File: src/rtl/tpg_pkg.sv
`default_nettype none
// ============================================================================
//  Module   : tpg_pkg
//  Brief    : Shared pattern/colour types and colour-code helpers for the TPG.
//  Revision : 1.0
// ============================================================================
package tpg_pkg;

    typedef enum logic [2:0] {
        PAT_HBARS = 3'd0,
        PAT_VBARS = 3'd1,
        PAT_RED   = 3'd2,
        PAT_BLUE  = 3'd3,
        PAT_RAMP  = 3'd4,
        PAT_CHECK = 3'd5,
        PAT_BAR   = 3'd6,
        PAT_BLACK = 3'd7
    } pattern_e;

    typedef enum logic [2:0] {
        COL_WHITE = 3'd0,
        COL_RED   = 3'd1,
        COL_GREEN = 3'd2,
        COL_BLUE  = 3'd3,
        COL_BLACK = 3'd4
    } colour_e;

    typedef enum logic [1:0] {
        CH_ZERO = 2'd0,
        CH_MAX  = 2'd1,
        CH_HALF = 2'd2
    } chan_e;

    // Quad order matches the Bayer output: R, Gr, Gb, B.
    typedef struct packed {
        chan_e r;
        chan_e gr;
        chan_e gb;
        chan_e b;
    } quad_code_t;

    function automatic quad_code_t colour_code(input colour_e c);
        quad_code_t q;
        q = '{CH_ZERO, CH_ZERO, CH_ZERO, CH_ZERO};
        case (c)
            COL_WHITE: q = '{CH_MAX,  CH_MAX,  CH_MAX,  CH_HALF};
            COL_RED:   q = '{CH_MAX,  CH_ZERO, CH_ZERO, CH_ZERO};
            COL_GREEN: q = '{CH_ZERO, CH_MAX,  CH_MAX,  CH_ZERO};
            COL_BLUE:  q = '{CH_ZERO, CH_ZERO, CH_ZERO, CH_MAX};
            default:   q = '{CH_ZERO, CH_ZERO, CH_ZERO, CH_ZERO};
        endcase
        return q;
    endfunction

    // Channel level for a given channel width (pw must be 1..31).
    function automatic logic [31:0] chan_level(input chan_e ch, input int unsigned pw);
        logic [31:0] lvl;
        lvl = 32'd0;
        case (ch)
            CH_MAX:  lvl = (32'd1 << pw) - 32'd1;
            CH_HALF: lvl = 32'd1 << (pw - 1);
            default: lvl = 32'd0;
        endcase
        return lvl;
    endfunction

endpackage
`default_nettype wire

File: src/rtl/tpg_frame_ctrl.sv
`default_nettype none
// ============================================================================
//  Module   : tpg_frame_ctrl
//  Brief    : Frame-start detect, frame counter, pattern register and bar position.
//  Revision : 1.0
// ============================================================================
module tpg_frame_ctrl
    import tpg_pkg::*;
#(
    parameter int CNT_WIDTH          = 12,
    parameter int H_ACTIVE           = 2040,
    parameter int FRAMES_PER_PATTERN = 43,
    parameter int LAST_PATTERN       = 7,
    parameter int BAR_STEP           = 16
) (
    input  wire logic                 clk,
    input  wire logic                 rst_n,
    input  wire logic [CNT_WIDTH-1:0] i_line,
    input  wire logic                 i_auto_cycle,
    input  wire logic [2:0]           i_pattern_sel,
    output pattern_e                  o_pattern_eff,
    output logic [CNT_WIDTH-1:0]      o_bar_pos_eff,
    output pattern_e                  o_pattern,
    output logic [5:0]                o_frame_count
);

    localparam logic [CNT_WIDTH-1:0] c_LINE_ONE   = CNT_WIDTH'(1);
    localparam logic [5:0]           c_FC_LAST    = 6'(FRAMES_PER_PATTERN - 1);
    localparam logic [2:0]           c_PAT_LAST   = 3'(LAST_PATTERN);
    localparam logic [CNT_WIDTH:0]   c_H_WIDE     = (CNT_WIDTH+1)'(H_ACTIVE);
    localparam logic [CNT_WIDTH:0]   c_STEP_WIDE  = (CNT_WIDTH+1)'(BAR_STEP);
    localparam logic [CNT_WIDTH-1:0] c_H_NARROW   = CNT_WIDTH'(H_ACTIVE);
    localparam logic [CNT_WIDTH-1:0] c_STEP_NARROW = CNT_WIDTH'(BAR_STEP);

    logic [CNT_WIDTH-1:0] r_prev_line;
    logic                 r_fs_s1;
    logic [5:0]           r_frame_count;
    pattern_e             r_pattern;
    logic [CNT_WIDTH-1:0] r_bar_pos;

    logic                 w_fc_wrap;
    logic [5:0]           w_fc_next;
    pattern_e             w_pattern_next;
    logic [CNT_WIDTH:0]   w_bar_sum;
    logic                 w_bar_ovf;
    logic [CNT_WIDTH-1:0] w_bar_next;

    always_ff @(posedge clk or negedge rst_n) begin
        if (!rst_n) begin
            r_prev_line   <= '0;
            r_fs_s1       <= 1'b0;
            r_frame_count <= '0;
            r_pattern     <= PAT_HBARS;
            r_bar_pos     <= '0;
        end else begin
            r_prev_line   <= i_line;
            r_fs_s1       <= (i_line == c_LINE_ONE) && (r_prev_line != c_LINE_ONE);
            r_frame_count <= w_fc_next;
            r_pattern     <= w_pattern_next;
            r_bar_pos     <= w_bar_next;
        end
    end

    // Bar position stays below H_ACTIVE, so the wrapped result fits CNT_WIDTH bits.
    assign w_bar_sum = {1'b0, r_bar_pos} + c_STEP_WIDE;
    assign w_bar_ovf = (w_bar_sum >= c_H_WIDE);
    assign w_fc_wrap = (r_frame_count == c_FC_LAST);

    always_comb begin
        w_fc_next      = r_frame_count;
        w_pattern_next = r_pattern;
        w_bar_next     = r_bar_pos;
        if (r_fs_s1) begin
            w_fc_next  = w_fc_wrap ? 6'd0 : r_frame_count + 6'd1;
            w_bar_next = r_bar_pos + c_STEP_NARROW - (w_bar_ovf ? c_H_NARROW : '0);
            if (i_auto_cycle) begin
                if (w_fc_wrap) begin
                    w_pattern_next = (r_pattern == c_PAT_LAST) ? PAT_HBARS
                                                               : pattern_e'(r_pattern + 3'd1);
                end
            end else begin
                w_pattern_next = pattern_e'(i_pattern_sel);
            end
        end
    end

    // The frame-start pixel is coloured with the values being loaded this cycle.
    assign o_pattern_eff = w_pattern_next;
    assign o_bar_pos_eff = w_bar_next;
    assign o_pattern     = r_pattern;
    assign o_frame_count = r_frame_count;

endmodule
`default_nettype wire

File: config.mk
export PLATFORM = sky130hd
export DESIGN_NAME = tpg_frame_ctrl
export DESIGN_NICKNAME = d
export VERILOG_FILES = /design/src/rtl/tpg_pkg.sv /design/src/rtl/tpg_frame_ctrl.sv
export SDC_FILE = /design/constraint.sdc
export NUM_CORES = 1
export LEC_CHECK = 0
export CAP_MARGIN = 20
export CORE_ASPECT_RATIO = 0.5
export CORE_MARGIN = 1.5
export CORE_UTILIZATION = 49
export DETAILED_ROUTE_END_ITERATION = 16
export PLACE_DENSITY = 0.78
export SYNTH_ARGS = -nofsm -noshare
export SYNTH_HDL_FRONTEND = slang
export SYNTH_SLANG_ARGS = --single-unit
File: constraint.sdc
create_clock -name clk -period 4.97 [get_ports clk]
set_clock_uncertainty 0.1 [all_clocks]
set_input_delay 0.497 -clock clk [delete_from_list [all_inputs] [get_ports clk]]
set_output_delay 0.497 -clock clk [all_outputs]
set_load 0.02 [all_outputs]
==> results of run 1 <==
stage by stage:
step	instances	util (%)	instance area (µm²)	total power, mW
2_1_floorplan	173	-	1800	0.279
3_3_place_gp	256	63.5	2200	0.302
3_5_place_dp	256	63.5	2200	0.303
4_1_cts	264	66.8	2320	0.560
5_1_grt	265	67.2	2330	0.577
6_report	265	67.2	2330	0.552
cell usage in the layout (no fill, tap or decap), types with 2 or more instances in the layout:
cell type,synthesis,layout
mux2_2,4,4
xnor2_1,3,3
a21o_1,4,4
xor2_1,5,5
nand4_1,6,6
o21ai_0,6,4
nand4b_1,3,3
a21oi_1,9,9
or3_1,2,2
o211ai_1,3,3
conb_1,1,3
ha_1,22,22
o21a_1,2,2
a31oi_1,3,3
a21oi_2,2,2
clkdlybuf4s50_1,0,37
nor4b_1,2,2
nor2b_1,2,2
clkbuf_8,0,6
nor4_1,6,6
nor2_1,6,6
nand2_1,15,15
nand3_1,5,5
dfrtp_1,31,31
inv_1,9,9
buf_4,5,2
worst min path at each step:
stage / slack [ns] / cells past startpoint / from / endpoint
after global placement: 0.41 / 2 / r_prev_line[4] / r_fs_s1
after global routing: 0.44 / 1 / o_frame_count[4] / o_frame_count[4]
after floorplan: 0.10 / 0 / rst_n / o_frame_count[0]
final: 0.42 / 1 / o_frame_count[4] / o_frame_count[4]
after detailed placement: 0.42 / 2 / r_prev_line[4] / r_fs_s1
after CTS: 0.43 / 2 / r_prev_line[4] / r_fs_s1
layer usage:
metal	track usage [%]	up-vias	part of all wire, %
met5	0	-	0
met2	33.3	41	47
met3	6.16	9	5.0
li1	-	706	-
met1	24.9	685	47
met4	7.19	0	1.6
repair_timing:
action	4_1_cts	5_1_grt
setup buffers	0	1
setup endpoints to repair	5	5
pin swaps	0	1
gates resized for setup	1	3
layout make-up:
| cell class | instances | area share (%) |
|---|---|---|
| Tap cell | 51 | 2.73 |
| Sequential cell | 31 | 33.2 |
| Timing Repair Buffer | 40 | 17.0 |
| Inverter | 9 | 1.45 |
| Clock buffer | 6 | 3.54 |
| Multi-Input combinational cell | 126 | 40.5 |
| Clock inverter | 2 | 1.50 |
where the power goes:
part           switching (mW)  internal (mW)  leakage (nW)
combinational          0.0178         0.0194         0.597
clock                  0.0921          0.162        0.0612
sequential            0.00266          0.258         0.404
total                   0.113          0.440          1.06
cells by family after synthesis:
kind of cell | Yosys count | synth area share, %
compound gates | 36 | 13.2
simple gates | 52 | 15.7
fa+ha+maj | 23 | 16.4
other cells | 1 | 0.209
buf+inv | 16 | 4.80
flops | 31 | 43.2
xor+xnor | 8 | 3.90
mux | 4 | 2.51
flip-flops by register name, summed over array words and instances, names as in the netlist:
register and count:
r_fs_s1 1, o_pattern 3, r_bar_pos 9, r_prev_line 12
o_frame_count 6
==> results.json, run 1 <==
{
  "hold_buffers": 0,
  "setup.worst_path.end_class": "output port",
  "clock.fmax_ghz": 0.211,
  "tns_ns": 0,
  "drv_cap": 0,
  "period_minus_slack_ns": 4.73,
  "drv_slew": 0,
  "cts_tree": "yes",
  "relSlewSlack_pct": 45.0,
  "grt_max_degree": 32,
  "crit_type": "flop to output port",
  "ys_top_cells_by_count": "31 x dfrtp_1, 22 x ha_1, 15 x nand2_1",
  "synth_area_leaders": "dfrtp_1 43%, ha_1 15%, nand2_1 3.1%, a21oi_1 2.5%, mux2_2 2.5%",
  "root_buffer": "clkbuf_8",
  "gp_congestion": 0.804,
  "path_buf_inv": 2,
  "path_depth": 15,
  "ios": 42,
  "area_growth_pct": 29.9,
  "reg2reg_depth": 14,
  "crit_start": "r_bar_pos[4]",
  "grt_overflow": 0,
  "syn_inst": 171,
  "dpl_worst_slack_ns": 0.105,
  "hold_path_class": "flop to flop",
  "power.density_nw_per_um2": 237,
  "yosysSeqAreaShare_pct": 43.2,
  "rr_startpoint": "r_bar_pos[4]",
  "crit_chain": "inv_1, ha_1, nor2_1, o21ai_1, or3_1, o221ai_1, o21ai_2, ha_1, fa_1, a21o_1, a21oi_1, o211ai_1, xor2_1, mux2_2, clkdlybuf4s50_1",
  "synth_edf_count": 0,
  "vias_per_cell": 5.44,
  "slowest_delay_ns": 0.54,
  "dr.pass1.iters": 4,
  "yosysWarningCount": 0,
  "multi_input_area_um2": 946,
  "critical_path.endpoint": "o_bar_pos_eff[9]",
  "io_buffers": 38,
  "fin_ws_ns": 0.239,
  "setup_viol": 0,
  "antenna_cells": 0,
  "dp_hpwl_um": 2740,
  "drive_above_1_share_pct": 8.88,
  "yosysUniqueCellTypes": 39,
  "core_area_um2": 3470,
  "hold_violations": 0,
  "grt_antenna_before_repair": 0,
  "synth_most_common_cell": "dfrtp_1",
  "cp_top_family": "adder cells",
  "drt_wl_total_um": 3680,
  "design.final.nets": 254,
  "status": "complete, no violations",
  "grt_pass1_vias": 1376,
  "seq_area_um2": 776,
  "async_reset_ff_share_pct": 100,
  "clk_path_buf_depth": 2,
  "die-area_um2": 4060,
  "cts_max_level": 2,
  "die_w_um": 88.6,
  "synth_top_area_share_pct": 43.2,
  "cpMaxStageDelayCell": "clkdlybuf4s50_1",
  "wire_per_inst_um": 13.9,
  "synthFlopType": "dfrtp_1",
  "rsz0062_at_grt": "false",
  "start_util_pct": 51.7,
  "clock_sinks": 31,
  "finalCritPeriodShare_pct": 95.2,
  "row_count": 15,
  "crit_path_start_kind": "flop",
  "yosysTopAreaCell": "dfrtp_1",
  "final_antenna_net_count": 0,
  "irDropWorstVdd_uv": 132,
  "grt_pass1_wl_um": 6000,
  "track_usage_pct": 19.9,
  "worst_ep_arrival_time_ns": 4.13,
  "avgSynthCellArea_um2": 10.5,
  "critPathMaxFanout": 7,
  "leakagePower_nw": 1.06,
  "clk_pin_slew_ns": 0.07,
  "drc_errors": 0,
  "cpMostUsedCell": "ha_1",
  "ys_ff_latch": 31,
  "worstMarginPinSlew_ns": 0.825,
  "numCtsBuffers": 5,
  "netlist_area_um2": 1800,
  "required_ns": 4.37,
  "num_vias": 1441,
  "drt_iter0_markers": 86,
  "whs_ns": 0.420,
  "rrSetupSlack_ns": 1.44,
  "num-fill-cells": 260,
  "die_y_um": 45.8,
  "clkLatencyLatePin_ns": 0.28,
  "r2r_end": "r_bar_pos[9]"
}
(Power assumes the default switching activity.)
==> inputs of run 2 (changes only) <==
--- a/config.mk
+++ b/config.mk
@@ -11,6 +11,7 @@
 export CORE_UTILIZATION = 49
 export DETAILED_ROUTE_END_ITERATION = 16
 export PLACE_DENSITY = 0.78
+export SLEW_MARGIN = 5
 export SYNTH_ARGS = -nofsm -noshare
 export SYNTH_HDL_FRONTEND = slang
 export SYNTH_SLANG_ARGS = --single-unit
==> results of run 2 <==
No change in the layout: final DEF, timing and power equal those of run 1.
==> inputs of run 3 (changes only) <==
--- a/config.mk
+++ b/config.mk
@@ -5,13 +5,14 @@
 export SDC_FILE = /design/constraint.sdc
 export NUM_CORES = 1
 export LEC_CHECK = 0
-export CAP_MARGIN = 20
 export CORE_ASPECT_RATIO = 0.5
 export CORE_MARGIN = 1.5
 export CORE_UTILIZATION = 49
 export DETAILED_ROUTE_END_ITERATION = 16
 export PLACE_DENSITY = 0.78
+export SKIP_LAST_GASP = 1
 export SLEW_MARGIN = 5
 export SYNTH_ARGS = -nofsm -noshare
 export SYNTH_HDL_FRONTEND = slang
 export SYNTH_SLANG_ARGS = --single-unit
+export TNS_END_PERCENT = 50
==> results of run 3 <==
No change in the layout: final DEF, timing and power equal those of run 1.
